==> src/rtl/nibble_addsub_arbiter.sv <==
// Purpose: two-requester round-robin front end for one shared 4-bit add/sub slice, sequenced nibble-serially.
// Latency: grant edge + NIBBLES CALC edges, then one DONE cycle (done pulse); one op per NIBBLES+2 cycles.
// Backpressure: requests are only granted in IDLE; requesters hold req until gnt, and a dropped req is not served.
//
// Ports:
//   clk, rst            rising-edge clock, asynchronous active-high reset
//   req0/req1           request lines, held by the requester until granted
//   sub0/sub1           0 = a+b, 1 = a-b
//   a0,b0 / a1,b1       W-bit operands, sampled on the grant edge only
//   gnt0/gnt1           combinational grant, high only in IDLE for the winner
//   busy                engine not in IDLE
//   done, done_id       one-cycle result-valid pulse and owning requester
//   result, cout, ovf   W-bit result, carry (subtract: 1 = no borrow), signed overflow
module nibble_addsub_arbiter #(
  parameter int NIBBLES = 4,
  localparam int W = 4 * NIBBLES
) (
  input  logic         clk,
  input  logic         rst,
  input  logic         req0,
  input  logic         req1,
  input  logic         sub0,
  input  logic         sub1,
  input  logic [W-1:0] a0,
  input  logic [W-1:0] b0,
  input  logic [W-1:0] a1,
  input  logic [W-1:0] b1,
  output logic         gnt0,
  output logic         gnt1,
  output logic         busy,
  output logic         done,
  output logic         done_id,
  output logic [W-1:0] result,
  output logic         cout,
  output logic         ovf
);

  localparam int CW = (NIBBLES > 1) ? $clog2(NIBBLES) : 1;

  localparam logic [1:0] IDLE = 2'd0;
  localparam logic [1:0] CALC = 2'd1;
  localparam logic [1:0] DONE = 2'd2;

  logic [1:0]    state;
  logic [CW-1:0] cnt;
  logic          last_id;
  logic          id;
  logic          carry;
  // Operands shift right one nibble per CALC cycle so the slice always sees bits [3:0];
  // the partial result shifts in from the top and is fully aligned after NIBBLES steps.
  logic [W-1:0]  areg;
  logic [W-1:0]  breg;
  logic [W-1:0]  racc;

  logic          any_req;
  logic          sel;
  logic          grant_ok;
  logic          sel_sub;
  logic [W-1:0]  sel_a;
  logic [W-1:0]  sel_b;
  logic [4:0]    nib_sum;
  logic [W+3:0]  racc_ext;
  logic [W-1:0]  racc_next;
  logic          last_nib;

  always_comb begin
    any_req = req0 | req1;
    // On a tie the requester that did not win last time goes; otherwise the lone requester.
    sel      = (req0 && req1) ? ~last_id : req1;
    grant_ok = (state == IDLE) && !rst && any_req;
    gnt0     = grant_ok && !sel;
    gnt1     = grant_ok && sel;
    sel_sub  = sel ? sub1 : sub0;
    sel_a    = sel ? a1 : a0;
    sel_b    = sel ? b1 : b0;
  end

  always_comb begin
    nib_sum   = {1'b0, areg[3:0]} + {1'b0, breg[3:0]} + {4'b0000, carry};
    racc_ext  = {nib_sum[3:0], racc};
    racc_next = racc_ext[W+3:4];
    last_nib  = (cnt == CW'(NIBBLES - 1));
  end

  assign busy = (state != IDLE);
  assign done = (state == DONE);

  always_ff @(posedge clk or posedge rst) begin
    if (rst) begin
      state   <= IDLE;
      cnt     <= '0;
      last_id <= 1'b1;
      id      <= 1'b0;
      carry   <= 1'b0;
      areg    <= '0;
      breg    <= '0;
      racc    <= '0;
      result  <= '0;
      cout    <= 1'b0;
      ovf     <= 1'b0;
      done_id <= 1'b0;
    end else begin
      case (state)
        IDLE: begin
          if (any_req) begin
            // Subtract is a + ~b + 1: invert b here and seed the carry with 1.
            areg    <= sel_a;
            breg    <= sel_sub ? ~sel_b : sel_b;
            carry   <= sel_sub;
            id      <= sel;
            last_id <= sel;
            cnt     <= '0;
            racc    <= '0;
            state   <= CALC;
          end
        end
        CALC: begin
          areg  <= areg >> 4;
          breg  <= breg >> 4;
          racc  <= racc_next;
          carry <= nib_sum[4];
          cnt   <= cnt + 1'b1;
          if (last_nib) begin
            // On the final nibble areg[3]/breg[3] are the original operand sign bits.
            result  <= racc_next;
            cout    <= nib_sum[4];
            ovf     <= (areg[3] == breg[3]) && (nib_sum[3] != areg[3]);
            done_id <= id;
            cnt     <= '0;
            state   <= DONE;
          end
        end
        DONE: begin
          state <= IDLE;
        end
        default: begin
          state <= IDLE;
        end
      endcase
    end
  end

endmodule

==> config.mk <==
export PLATFORM = sky130hd
export DESIGN_NAME = nibble_addsub_arbiter
export DESIGN_NICKNAME = d
export VERILOG_FILES = /design/src/rtl/nibble_addsub_arbiter.sv
export SDC_FILE = /design/constraint.sdc
export NUM_CORES = 1
export LEC_CHECK = 0
export CORE_MARGIN = 1
export CORE_UTILIZATION = 46
export DETAILED_ROUTE_END_ITERATION = 6
export HOLD_SLACK_MARGIN = 0.1
export PLACE_DENSITY = 0.77
export SLEW_MARGIN = 5
export SYNTH_ARGS = -nofsm -noshare
export SYNTH_HDL_FRONTEND = slang
export SYNTH_SLANG_ARGS = --single-unit
==> constraint.sdc <==
create_clock -name clk -period 2.99 [get_ports clk]
set_input_delay 0.897 -clock clk [delete_from_list [all_inputs] [get_ports clk]]
set_output_delay 0.897 -clock clk [all_outputs]
set_load 0.01 [all_outputs]
* Word level (Yosys, flattened, before mapping)
Index checks and enable logic that the tools add are counted.
** Operators by class
- Eq/ne operators :: 7
- $add $sub $neg :: 3
- Bitwise operators :: 3
- Muxes and demuxes :: 19
- Reduce and logical (&&, ||, !) cells :: 15
** Operators by type and width (count)
- 16-bit 2-to-1 mux :: 6
- 16-bit one-hot mux with 2 select lines :: 3
- 16-bit NOT :: 1
- 2-bit 2-to-1 mux :: 4
- 2-bit one-hot mux with 2 select lines :: 2
- 2-bit AND reduction :: 4
- 1-bit logical AND :: 6
- 4-bit by 4-bit adder with 5-bit output :: 1
- 5-bit by 1-bit adder with 5-bit output :: 1
- 2-bit equality test (second input constant) :: 2
- 2-bit != test (second input constant) :: 2
- 2-bit nonzero test :: 2
- 1-bit 2-to-1 mux :: 3
- 2-bit by 1-bit adder with 2-bit output (second input constant) :: 1
- 2-bit by 1-bit equality test with 1-bit output (second input constant) :: 1
- 1-bit zero test :: 2
- 2-bit zero test :: 1
- 1-bit one-hot mux with 2 select lines :: 1
- 1-bit equality test :: 1
- 1-bit != test :: 1
- 1-bit NOT :: 1
- 1-bit bitwise OR :: 1
** Storage, ports and cells
- Flip-flop bits (word level) :: 74
- Word-level logic and storage cells :: 59

* Depth between registers and ports, before layout
- Depth in word-level cells :: 7
- Mapped depth :: 6

* Worst setup path after synthesis
No wires, ideal clock.
- Kind :: in2out
- Start :: input port req0
- End :: output port gnt1
- Buffers on the path :: 2
- Slack :: 0.362 ns
- Arrival :: 1.731 ns
- Required time :: 2.093 ns
- Stages on the path :: 4
- Path through :: buf_4 -> a21bo_2 -> buf_2 -> nor3_1
** Between the ends
- Word-level cells in the longest chain between the ends :: 3
** Ends and longest elaborated chain
- start, declared :: line 20 : input logic req0,
- 1-bit bitwise OR / 1-bit logical AND (equally long branches) :: line 67, 69
- 1-bit logical AND / 1-bit 2-to-1 mux (equally long branches) :: line 70, 69
- 1-bit logical AND * :: line 72 : gnt1 = grant_ok && sel;
- end, declared :: line 29 : output logic gnt1,
Every way passes the cells marked *; elsewhere a longest branch is shown, timed or not.

* Worst setup path in the final report
- Start :: input port req1
- End :: output port gnt1
** Between the ends
- Word-level cells in the longest chain between the ends :: 3
** Ends and longest elaborated chain
- start, declared :: line 21 : input logic req1,
- 1-bit bitwise OR / 1-bit logical AND (equally long branches) :: line 67, 69
- 1-bit logical AND / 1-bit 2-to-1 mux (equally long branches) :: line 70, 69
- 1-bit logical AND * :: line 72
Marked as above.

==> flow_metrics.env <==
export IMPL_status="completed"
export IMPL_cts_hold_buffers=0
export IMPL_place_ws_ns=-0.197
export IMPL_synth_fa_ha_area_frac=0.0242
export IMPL_synthesis_instances=365
export IMPL_p_leak_nw=2.19
export IMPL_fp_dieH_um=91.9
export IMPL_synth_compound_area_frac=0.151
export IMPL_final_max_slew_viol_count=0
export IMPL_r2r_start="carry"
export IMPL_relSlewSlack=0.310
export IMPL_setup_violations=0
export IMPL_path_cells="clkdlybuf4s50_1 -> a21bo_2 -> nor3_1 -> dlygate4sd2_1"
export IMPL_final_cells=562
export IMPL_viasPerCell=5.35
export IMPL_die_w_um=91.9
export IMPL_postPlaceCellArea_um2=4740
export IMPL_initial_utilization=0.479
export IMPL_final_area_um2=4960
export IMPL_synthesis_area_um2=3720
export IMPL_synth_nets=441
export IMPL_synth_top_family_by_area="compound AO/OA/AOI/OAI gates"
export IMPL_power_density_nw_per_um2=891
export IMPL_drive_gt1_frac=0.128
export IMPL_fin_util=0.638
export IMPL_finClkSkew_ns=0.00525
export IMPL_path_depth=4
export IMPL_drt_first_pass_iters=4
export IMPL_hold_path_class="flop to flop"
export IMPL_insertion_delay_ns=0.35
export IMPL_gr_usage_all_layers=0.216
export IMPL_grt_pass1_wl_um=14200
export IMPL_postRouteAntennaNets=0
export IMPL_rr_worst_depth=5
export IMPL_drc=0
export IMPL_syn_avg_cell_area_um2=10.2
export IMPL_path_class="primary input to output pin"
export IMPL_vdd_drop_max_mv=0.481
export IMPL_synth_distinct_cells=40
export IMPL_finalCriticalPeriod_ns=2.91
export IMPL_worstPathMaxFanout=2
export IMPL_rsz0062_at_grt="no"
export IMPL_critPathArrivalTime_ns=2.01
export IMPL_cts_buffers=9
export IMPL_crit_end="gnt1"
export IMPL_setup_ws_ns=0.0828
export IMPL_vias=3007
export IMPL_io_buffers=92
export IMPL_grt_ovfl_total=0
export IMPL_clk_pin_slew_ns=0.07
export IMPL_setup_tns_ns=0
export IMPL_cp_start_kind="primary input"
export IMPL_h_tree_depth=3
export IMPL_antenna_found_initial=0
export IMPL_r2r_slack_ns=1.00
export IMPL_first_iter_violations=179
export IMPL_required_ns=2.09
export IMPL_cts_tree="built"
export IMPL_hold_viol=0
export IMPL_core_area_um2=7770
export IMPL_tightestPinTransition_ns=1.04
export IMPL_nNetsFinal=531
export IMPL_crit_family="buffers and inverters"
export IMPL_grt_pass1_vias=3034
export IMPL_rows=32
export IMPL_yosys_warnings=0
export IMPL_ys_seq_elements=70
export IMPL_area_growth_syn_to_layout_pct=33.4
export IMPL_dp_hpwl_um=5980
export IMPL_reg2reg_to="carry"
export IMPL_cp_slowest_stage_delay_ns=0.47
export IMPL_dp_cells=546
export IMPL_cts_sinks=70
export IMPL_critPathCaptureType="output pin"
export IMPL_diodes=0
export IMPL_synth_simple_area_share=0.135
export IMPL_cp_startpoint="req1"
export IMPL_root_buffer="clkbuf_8"
export IMPL_synthFlopType="dfrtp_1"
export IMPL_cp_buffers_inverters=2
export IMPL_synth_xor_area_share=0.0778
export IMPL_dieArea_um2=8440
export IMPL_synth_edf_count=0
export IMPL_cap_viol_max_count=0
export IMPL_synthMuxAreaShare=0.0912
export IMPL_seq_area_frac_synth=0.472
export IMPL_gp_congestion=0.753
export IMPL_wl_um=8470
export IMPL_clock_path_buffers=2
export IMPL_fmax_mhz=344
export IMPL_grt_max_degree=71
export IMPL_async_reset_ff_frac=1.00
export IMPL_post_drt_wl_per_cell_um=15.1
export IMPL_io_pins=93
export IMPL_critPathSlowestCell="clkdlybuf4s50_1"
export IMPL_post_route_period_util=0.972
-- cell type report --
class                           instances  area (um2)
Fill cell                             632        2810
Multi-Input combinational cell        261        1780
Sequential cell                        70        1750
Timing Repair Buffer                  109        1050
Clock buffer                           10         138
Tap cell                              102         128
Clock inverter                          6        85.1
Inverter                                4        15.0
-- metrics by stage --
stage | power (W) | hold WS, ns
floorplan | 0.00291 | 0.450
global placement | 0.00351 | 0.460
detailed placement | 0.00359 | 0.464
CTS | 0.00445 | 0.482
global route | 0.00474 | 0.507
finish | 0.00441 | 0.483
-- routing by layer --
layer,global-route usage,vias to the layer above,part of all wire
met3,0.0622,8,0.054
met5,0,-,0
met4,0.0586,0,0.0089
met1,0.275,1436,0.43
met2,0.361,91,0.51
li1,-,1472,-
-- sequential cells by signal (all words and copies together) (netlist names) --
name,flops
racc,12
carry,1
areg,16
id,1
done_id,1
cnt,2
result,16
ovf,1
cout,1
breg,16
state,2
last_id,1
-- how the worst min path moves through the flow --
stage,start,endpoint,slack [ns],depth (start not counted)
after floorplan,breg[4],breg[0],0.45,2
after CTS,breg[4],breg[0],0.48,2
final,breg[4],breg[0],0.48,2
after global routing,breg[4],breg[0],0.51,2
after detailed placement,breg[11],breg[7],0.46,2
after global placement,breg[9],breg[5],0.46,2
-- cells in the final DEF, fill, tap and decap left out, types with 3 or more instances in the layout --
| cell | instances |
|---|---|
| a32oi_1 | 11 |
| buf_4 | 16 |
| clkbuf_8 | 10 |
| clkdlybuf4s50_1 | 90 |
| dfrtp_1 | 69 |
| ha_1 | 4 |
| inv_1 | 3 |
| mux2_2 | 15 |
| mux2i_1 | 17 |
| nand2_1 | 48 |
| nand3_1 | 14 |
| nand4_1 | 11 |
| nor2_1 | 25 |
| o21a_1 | 3 |
| o21ai_0 | 41 |
| o311ai_0 | 4 |
| o311ai_1 | 8 |
| o31ai_1 | 3 |
| xor2_1 | 32 |
-- timing repair --
item	in CTS	in global routing
gates resized for setup	2	2
buffers inserted	0	0
endpoints found under the setup margin	2	1
-- worst register-to-register path, stage by stage (launching register included) --
cell      delay [ns]
dfrtp_1         0.41
fa_1            0.46
fa_1            0.42
a21o_1          0.18
a21oi_1         0.21
o221ai_1        0.14
-- Yosys cell counts, drive strengths merged (2+ instances only) --
library cell   n  share of area
nand2         48          0.048
o31ai          3         0.0061
nand4         11          0.019
mux2i         17          0.046
nor2b          2         0.0034
a21boi         3         0.0091
ha             4          0.013
nand2b         2         0.0034
o311ai        12          0.028
fa             2          0.011
nor2          26          0.028
nor3           2         0.0040
nand3         14          0.019
o21ai         42          0.058
and3b          2         0.0047
buf           20          0.035
o21a           3         0.0061
a32oi         11          0.026
xor2          32          0.075
a21oi          2         0.0027
dfrtp         69           0.46
inv            4         0.0040
clkbuf        10          0.010
mux2          15          0.045
-- power by group --
part           internal (W)  leakage, nW  switching (W)
sequential          0.00139        0.885       0.000272
clock              0.000489        0.108       0.000365
combinational      0.000926         1.20       0.000976
-- cell families (layout without fill, tap and decap cells) --
group | count (synthesis) | count (layout)
AOI/OAI and AO/OA | 82 | 82
xor gates and xnor gates | 33 | 33
adders and majority gates | 6 | 6
buffers and inverters | 34 | 129
DFF | 70 | 70
muxes | 32 | 32
and+or+nand+nor | 108 | 108
(Power assumes the default switching activity.)
